$ cat src/rtl/operand_arbiter.sv
// -----------------------------------------------------------------------------
// operand_arbiter
//
// Two requesters (A and B) compete for one shared 2:1 operand mux. The winner's
// word is captured into a single-entry output register and offered downstream
// under valid/ready. Ties are broken by alternating away from the last
// accepted requester. Each requester has a saturating count of accepted words.
//
// Handshake rules (every valid/ready pair in this block):
//   A transfer happens on a rising edge where valid and ready are both 1.
//   A source holds valid and data stable until that transfer. A consumer may
//   change ready at any time. Here a_ready/b_ready depend combinationally on
//   the requester valids and on out_ready, so neither valid may depend on
//   its own ready.
//
// Ports
//   clk, rst_n                 clock, asynchronous active-low reset
//   a_valid, a_data, a_ready   requester A (mux leg "a", sel = 0)
//   b_valid, b_data, b_ready   requester B (mux leg "b", sel = 1)
//   sel                        shared mux select, holds when there is no winner
//   out_valid, out_data,       registered mux result; out_src is 0 for A, 1 for B
//   out_src, out_ready
//   grant_cnt_a, grant_cnt_b   saturating accept counters
//   dbg_state                  FSM state (0 = IDLE, 1 = HOLD), for observation
// -----------------------------------------------------------------------------
module operand_arbiter #(
    parameter int WIDTH = 5,
    parameter int CNT_W = 8
) (
    input  logic             clk,
    input  logic             rst_n,
    input  logic             a_valid,
    input  logic [WIDTH-1:0] a_data,
    output logic             a_ready,
    input  logic             b_valid,
    input  logic [WIDTH-1:0] b_data,
    output logic             b_ready,
    output logic             sel,
    output logic             out_valid,
    output logic [WIDTH-1:0] out_data,
    output logic             out_src,
    input  logic             out_ready,
    output logic [CNT_W-1:0] grant_cnt_a,
    output logic [CNT_W-1:0] grant_cnt_b,
    output logic             dbg_state
);

    typedef enum logic {
        IDLE = 1'b0,
        HOLD = 1'b1
    } state_t;

    state_t           state_q, state_d;
    logic [WIDTH-1:0] out_data_q, out_data_d;
    logic             out_src_q, out_src_d;
    logic             last_src_q, last_src_d;
    logic             sel_q, sel_d;
    logic [CNT_W-1:0] cnt_a_q, cnt_a_d;
    logic [CNT_W-1:0] cnt_b_q, cnt_b_d;

    logic             have_win;
    logic             win_src;
    logic             can_accept;
    logic             accept;
    logic [WIDTH-1:0] mux_data;

    // Winner selection: a lone requester wins outright; on a tie the
    // requester that was NOT accepted last time wins.
    always_comb begin
        have_win   = a_valid | b_valid;
        win_src    = (a_valid && b_valid) ? ~last_src_q : b_valid;
        can_accept = (state_q == IDLE) || out_ready;
        // rst_n gates acceptance so both readies are low while reset is held.
        accept     = rst_n && can_accept && have_win;
    end

    // ---------------- FSM: state register ----------------
    always_ff @(posedge clk or negedge rst_n) begin
        if (!rst_n) begin
            state_q <= IDLE;
        end else begin
            state_q <= state_d;
        end
    end

    // ---------------- FSM: next state ----------------
    always_comb begin
        state_d = state_q;
        case (state_q)
            IDLE: begin
                if (accept) state_d = HOLD;
            end
            HOLD: begin
                // Delivering with nothing to reload empties the register;
                // delivering while reloading keeps it full (no bubble).
                if (out_ready && !accept) state_d = IDLE;
            end
            default: state_d = IDLE;
        endcase
    end

    // ---------------- FSM: outputs ----------------
    always_comb begin
        a_ready   = accept && !win_src;
        b_ready   = accept && win_src;
        // Select follows the winner; with no winner it keeps its last value.
        sel       = !rst_n ? 1'b0 : (have_win ? win_src : sel_q);
        out_valid = (state_q == HOLD);
        dbg_state = state_q;
    end

    // ---------------- Datapath next values ----------------
    always_comb begin
        mux_data   = sel ? b_data : a_data;
        out_data_d = out_data_q;
        out_src_d  = out_src_q;
        last_src_d = last_src_q;
        sel_d      = sel;
        cnt_a_d    = cnt_a_q;
        cnt_b_d    = cnt_b_q;
        if (accept) begin
            out_data_d = mux_data;
            out_src_d  = win_src;
            last_src_d = win_src;
            if (!win_src && (cnt_a_q != {CNT_W{1'b1}})) cnt_a_d = cnt_a_q + CNT_W'(1);
            if (win_src && (cnt_b_q != {CNT_W{1'b1}})) cnt_b_d = cnt_b_q + CNT_W'(1);
        end
    end

    // last_src resets to B so that A wins the first tie after reset.
    always_ff @(posedge clk or negedge rst_n) begin
        if (!rst_n) begin
            out_data_q <= '0;
            out_src_q  <= 1'b0;
            last_src_q <= 1'b1;
            sel_q      <= 1'b0;
            cnt_a_q    <= '0;
            cnt_b_q    <= '0;
        end else begin
            out_data_q <= out_data_d;
            out_src_q  <= out_src_d;
            last_src_q <= last_src_d;
            sel_q      <= sel_d;
            cnt_a_q    <= cnt_a_d;
            cnt_b_q    <= cnt_b_d;
        end
    end

    assign out_data    = out_data_q;
    assign out_src     = out_src_q;
    assign grant_cnt_a = cnt_a_q;
    assign grant_cnt_b = cnt_b_q;

endmodule

$ cat config.mk
export PLATFORM = sky130hd
export DESIGN_NAME = operand_arbiter
export DESIGN_NICKNAME = d
export VERILOG_FILES = /design/src/rtl/operand_arbiter.sv
export SDC_FILE = /design/constraint.sdc
export NUM_CORES = 1
export LEC_CHECK = 0
export CORE_MARGIN = 2
export CORE_UTILIZATION = 35
export DETAILED_ROUTE_END_ITERATION = 10
export PLACE_DENSITY = 0.63
export SLEW_MARGIN = 20
export SYNTH_ARGS = -nofsm -noshare
export SYNTH_HDL_FRONTEND = slang
export SYNTH_SLANG_ARGS = --single-unit
$ cat constraint.sdc
create_clock -name clk -period 1.52 [get_ports clk]
set_input_delay 0.152 -clock clk [delete_from_list [all_inputs] [get_ports clk]]
set_output_delay 0.152 -clock clk [all_outputs]
set_load 0.02 [all_outputs]
==> impl_metrics.env, run 1 <==
export IMPL_relSlewSlack=0.8175
export IMPL_n_antenna_cell=0
export IMPL_syn_inst=111
export IMPL_maxCapViolations=0
export IMPL_ys_flop_type="dfrtp_1"
export IMPL_timing_final_ws_setup_ns=-0.03741
export IMPL_violations="negative setup slack"
export IMPL_drc_errors=0
export IMPL_die_h_um=63.13
export IMPL_fill_cells=306
export IMPL_drive_above_1_share=0.3516
export IMPL_clock_skew_ns=0.006403
export IMPL_rows=21
export IMPL_use_met3=0.04286
export IMPL_nNetsFinal=200
export IMPL_finalSetupViolCount=1
export IMPL_antenna_found_initial=0
export IMPL_yosys_register_bits=25
export IMPL_syn_num_nets=128
export IMPL_synth_edff_count=0
export IMPL_min_period_ns=1.557
export IMPL_yosysTopAreaCell="dfrtp_1"
export IMPL_final_hold_violation_count=0
export IMPL_worst_pin_slew_ns=0.2716
export IMPL_rsz0062_at_grt="yes"
export IMPL_holdBufCountCts=0
export IMPL_numCtsBuffers=3
export IMPL_worst_r2r_path_depth=4
export IMPL_r2r_slack_ns=0
export IMPL_clk_pin_slew_worst_paths_ns=0.15
export IMPL_grt_pass1_wl_um=5250
export IMPL_gp_congestion=0.7877
export IMPL_synth_top_area_share=0.4908
export IMPL_gr_total_overflow=0
export IMPL_fin_util=0.6142
export IMPL_finalCritPeriodShare=1.025
export IMPL_worstPathArrival_ns=1.41
export IMPL_setup_tns_ns=-0.03741
export IMPL_startpoint_type="register"
export IMPL_worstPathMaxFanout=3
export IMPL_r2r_end="grant_cnt_a[7]"
export IMPL_avgSynthCellArea_um2=11.02
export IMPL_root_buffer="clkbuf_4"
export IMPL_async_flop_share=1.000
export IMPL_port_buffers=41
export IMPL_p_leak_uw=0.001012
export IMPL_synth_area_leaders="dfrtp_1 49%, xor2_1 5.7%, mux2i_1 4.1%, nor4_2 4.1%, a21oi_1 3.7%"
export IMPL_die_x_um=63.13
export IMPL_post_dp_hpwl_um=2260
export IMPL_grt_total_usage=0.1662
export IMPL_ant_nets=0
export IMPL_drt_iter0_markers=34
export IMPL_vias=1109
export IMPL_gr_usage_met1=0.2073
export IMPL_timing_rr_start="last_src_q"
export IMPL_post_synth_top_count_cell="dfrtp_1"
export IMPL_pwr_density_cell_mw_per_mm2=1275
export IMPL_area_delta_synth_final_pct=67.48
export IMPL_clock_path_buffers=2
export IMPL_vdd_drop_max_mv=0.8093
export IMPL_cp_required_ns=1.37
export IMPL_syn_area_mm2=0.001224
export IMPL_htree_levels=1
export IMPL_fmax_mhz=642.1
export IMPL_globalRouteMet2Util=0.2766
export IMPL_insertion_delay_ns=0.33
export IMPL_yosysSeqAreaShare=0.5123
export IMPL_top_usage_layer="met2"
export IMPL_clock_sinks=25
export IMPL_firstDrtPassIters=4
export IMPL_grt_pass1_vias=1155
export IMPL_hold_class="primary input to async pin"
export IMPL_wire_per_inst_um=13.52
export IMPL_ys_types=32
export IMPL_viasPerCell=4.864
export IMPL_yosys_warnings=0
export IMPL_ios=42
export IMPL_cp_startpoint="last_src_q"
export IMPL_worstSetupPathType="register to primary output"
export IMPL_status="complete, but fails checks"
export IMPL_core_area_mm2=0.003337
export IMPL_drt_wl_total_um=3083
export IMPL_finalMaxSlewViolations=0
export IMPL_synthTopCellsByCount="24 x dfrtp_1, 10 x nand2_1, 10 x nor2_1"
export IMPL_endpoint_kind="primary output"
export IMPL_dieArea_mm2=0.003985
export IMPL_grt_max_degree=14
export IMPL_cts_tree="done"
export IMPL_start_util=0.3667
==> state kept, by name (all words and copies together), names as in the netlist <==
register	cells
grant_cnt_b	8
out_src	1
grant_cnt_a	8
sel_q	1
last_src_q	1
out_data	5
dbg_state	1
==> logic make-up after synthesis <==
family,synth area share
simple gates,0.1922
fa+ha+maj,0.02045
flops,0.5123
mux,0.07771
buf+inv,0.02454
compound gates,0.1156
xor+xnor,0.05726
==> power breakdown <==
| group | total [uW] | internal, uW | switching (uW) | leakage, uW |
|---|---|---|---|---|
| clock network | 316 | 103 | 213 | 0.0000150 |
| logic | 1200 | 593 | 607 | 0.000697 |
| registers | 1100 | 865 | 231 | 0.000299 |
| total | 2610 | 1560 | 1050 | 0.00101 |
==> worst max path at each step <==
stage                                end  slack (ns)  cells past startpoint
after detailed placement         b_ready       -0.33                      5
after CTS                            sel       -0.05                      4
final                                sel       -0.04                      4
after global routing                 sel       -0.11                      4
after global placement           b_ready       -0.29                      5
after floorplan           grant_cnt_a[1]       -0.02                      5
==> cell usage in the layout, fill, tap and decap left out, drive strengths merged, types with 8 or more instances in the layout <==
| cell | n |
|---|---|
| clkdlybuf4s50 | 17 |
| dlygate4sd2 | 16 |
| xor2 | 8 |
| a21oi | 9 |
| nand2 | 10 |
| buf | 31 |
| nor2 | 10 |
| dfrtp | 24 |
==> stage by stage <==
step	instance area, um2	hold slack, ns	worst slack [ns]	total power, uW	instances
floorplan	1275	-0.1436	-0.01563	1679	111
global placement	1932	0.5017	-0.2895	2296	221
detailed placement	1932	0.4992	-0.3339	2331	221
CTS	1946	0.2393	-0.04838	2559	225
global route	2049	0.2444	-0.1066	2800	228
finish	2049	0.2413	-0.03741	2612	228
==> cell type report <==
type	count	area, um2	area share
multi-input combinational	79	673.1	0.3284
tap	46	57.56	0.02808
clock buffer	4	26.28	0.01282
sequential	25	633.1	0.3089
timing repair buffer	69	640.6	0.3126
inverter	5	18.77	0.009157
==> worst max-delay path, cell delays in order (launching register included) <==
cell	delay (ns)
dfstp_2	0.62
a21boi_4	0.08
o21ai_2	0.18
inv_2	0.06
buf_6	0.13
==> what timing repair did <==
| item | CTS | global route |
|---|---|---|
| gates cloned | 0 | 0 |
| resized for setup | 32 | 23 |
| pin swaps | 1 | 8 |
| buffers inserted | 0 | 3 |
| endpoints found under the setup margin | 21 | 15 |
| hold endpoints to repair | 0 | 0 |
==> per-layer routing <==
layer | part of all wire | vias to the layer above
met3 | 0.056 | 5
met4 | 0.016 | 0
met5 | 0 | -
met2 | 0.52 | 30
met1 | 0.41 | 535
li1 | - | 539
Note: power is estimated with default switching activity, not from simulation.
==> run 2, diff against run 1 <==
--- a/config.mk
+++ b/config.mk
@@ -9,7 +9,7 @@
 export CORE_UTILIZATION = 35
 export DETAILED_ROUTE_END_ITERATION = 10
 export PLACE_DENSITY = 0.63
-export SLEW_MARGIN = 20
+export SLEW_MARGIN = 0
 export SYNTH_ARGS = -nofsm -noshare
 export SYNTH_HDL_FRONTEND = slang
 export SYNTH_SLANG_ARGS = --single-unit
==> results of run 2 <==
Final layout, timing and power as in run 1 (identical DEF).
==> run 3, diff against run 2 <==
--- a/config.mk
+++ b/config.mk
@@ -5,10 +5,11 @@
 export SDC_FILE = /design/constraint.sdc
 export NUM_CORES = 1
 export LEC_CHECK = 0
+export CORE_ASPECT_RATIO = 2
 export CORE_MARGIN = 2
 export CORE_UTILIZATION = 35
 export DETAILED_ROUTE_END_ITERATION = 10
-export PLACE_DENSITY = 0.63
+export PLACE_DENSITY = 0.6
 export SLEW_MARGIN = 0
 export SYNTH_ARGS = -nofsm -noshare
 export SYNTH_HDL_FRONTEND = slang
==> constraint.sdc (replaced) <==
create_clock -name clk -period 1.9 [get_ports clk]
set_input_delay 0.19 -clock clk [delete_from_list [all_inputs] [get_ports clk]]
set_output_delay 0.19 -clock clk [all_outputs]
set_load 0.02 [all_outputs]
==> impl_metrics.env, run 3 (same netlist as run 1, synthesis figures left out) <==
export IMPL_grt_pass1_wl_um=4747
export IMPL_status="complete, no violations"
export IMPL_endpoint_kind="register"
export IMPL_die_x_um=45.81
export IMPL_worstPathMaxFanout=5
export IMPL_fin_area_mm2=0.001787
export IMPL_place_ws_ns=-0.02442
export IMPL_post_dp_hpwl_um=2286
export IMPL_finalCritPeriodShare=0.8945
export IMPL_fmax_mhz=588.4
export IMPL_vias=1033
export IMPL_insertion_delay_ns=0.26
export IMPL_drt_iter0_markers=7
export IMPL_ios=42
export IMPL_clk_pin_slew_worst_paths_ns=0.08
export IMPL_worstSetupPathType="register to register"
export IMPL_drt_wl_total_um=2796
export IMPL_clock_sinks=25
export IMPL_die_h_um=87.62
export IMPL_cp_required_ns=2.05
export IMPL_final_common_cell="clkdlybuf4s50_1"
export IMPL_holdWs_ns=0.3334
export IMPL_grt_pass1_vias=1068
export IMPL_gp_congestion=0.8016
export IMPL_vdd_drop_max_mv=0.6009
export IMPL_placedCellCount=192
export IMPL_grt_max_degree=23
export IMPL_drc_errors=0
export IMPL_port_buffers=41
export IMPL_finalSetupViolCount=0
export IMPL_dieArea_mm2=0.004014
export IMPL_ant_nets=0
export IMPL_clock_skew_ns=0.001508
export IMPL_rsz0062_at_grt="no"
export IMPL_root_buffer="clkbuf_8"
export IMPL_firstDrtPassIters=3
export IMPL_core_area_mm2=0.003378
export IMPL_numCtsBuffers=3
export IMPL_startpoint_type="register"
export IMPL_nNetsFinal=183
export IMPL_wire_per_inst_um=14.19
export IMPL_cts_tree="done"
export IMPL_hold_class="primary input to async pin"
export IMPL_htree_levels=1
export IMPL_final_hold_violation_count=0
export IMPL_relSlewSlack=0.7930
export IMPL_p_leak_uw=0.0008238
export IMPL_worstPathArrival_ns=1.85
export IMPL_worst_pin_slew_ns=0.3105
export IMPL_min_period_ns=1.700
export IMPL_stdcell_count=197
export IMPL_gr_total_overflow=0
export IMPL_n_antenna_cell=0
export IMPL_timing_final_ws_setup_ns=0.2004
export IMPL_area_delta_synth_final_pct=46.01
export IMPL_viasPerCell=5.244
export IMPL_maxCapViolations=0
export IMPL_grt_total_usage=0.1612
export IMPL_finalPower_uw=2015
export IMPL_start_util=0.3622
export IMPL_layout_common_cells="38 x clkdlybuf4s50_1, 24 x dfrtp_1, 11 x buf_4"
export IMPL_finalMaxSlewViolations=0
export IMPL_clock_path_buffers=2
export IMPL_fill_cells=321
export IMPL_rows=30
export IMPL_antenna_found_initial=0
export IMPL_pwr_density_cell_mw_per_mm2=1128
export IMPL_dpl_cell_area_mm2=0.001738
export IMPL_drive_above_1_share=0.1636
run 3: final cells by class:
| type | count | area (um2) | area share |
|---|---|---|---|
| Sequential cell | 25 | 626.9 | 0.3508 |
| Inverter | 5 | 18.77 | 0.01050 |
| Clock buffer | 4 | 45.04 | 0.02521 |
| Timing Repair Buffer | 52 | 489.2 | 0.2738 |
| Multi-Input combinational cell | 79 | 566.8 | 0.3172 |
| Tap cell | 32 | 40.04 | 0.02241 |
run 3: metrics by stage:
stage	utilization	TNS, ns
CTS	0.5289	0
finish	0.5289	0
detailed placement	0.5144	-0.04223
floorplan	-	0
global placement	0.5144	-0.004177
global route	0.5289	0
run 3: path summary, 6_finish.rpt:
check	from	end	slack (ns)	cells past startpoint
worst min-delay path	rst_n	grant_cnt_b[5]	0.33	2
worst max register to register	grant_cnt_a[0]	grant_cnt_a[1]	0.20	5
worst min register to register	out_src	out_src	0.51	2
max in group asynchronous	rst_n	last_src_q	1.03	3
worst max-delay path	grant_cnt_a[0]	grant_cnt_a[1]	0.20	5
min in group clk	out_src	out_src	0.51	2
run 3: timing repair:
action	in CTS	in global routing
buffers inserted	1	0
resized for setup	3	0
hold buffers	0	0
setup endpoints to repair	3	0
run 3: power by group:
group | switching (uW) | total [uW] | internal (uW)
combinational | 414 | 837 | 424
clock | 159 | 308 | 150
sequential | 186 | 869 | 684
total | 758 | 2010 | 1260
run 3: worst max-delay path: stages, from the launching register on:
cell and delay [ns]:
dfrtp_1 0.44, ha_1 0.25, nand3_1 0.16, and2b_1 0.24
nor2_1 0.16, mux2_2 0.35
run 3: per-layer routing:
| layer | track usage | share of wire | up-vias |
|---|---|---|---|
| li1 | - | - | 499 |
| met1 | 0.1708 | 0.36 | 511 |
| met2 | 0.2996 | 0.60 | 21 |
| met3 | 0.01856 | 0.031 | 2 |
| met4 | 0.07013 | 0.013 | 0 |
| met5 | 0 | 0 | - |
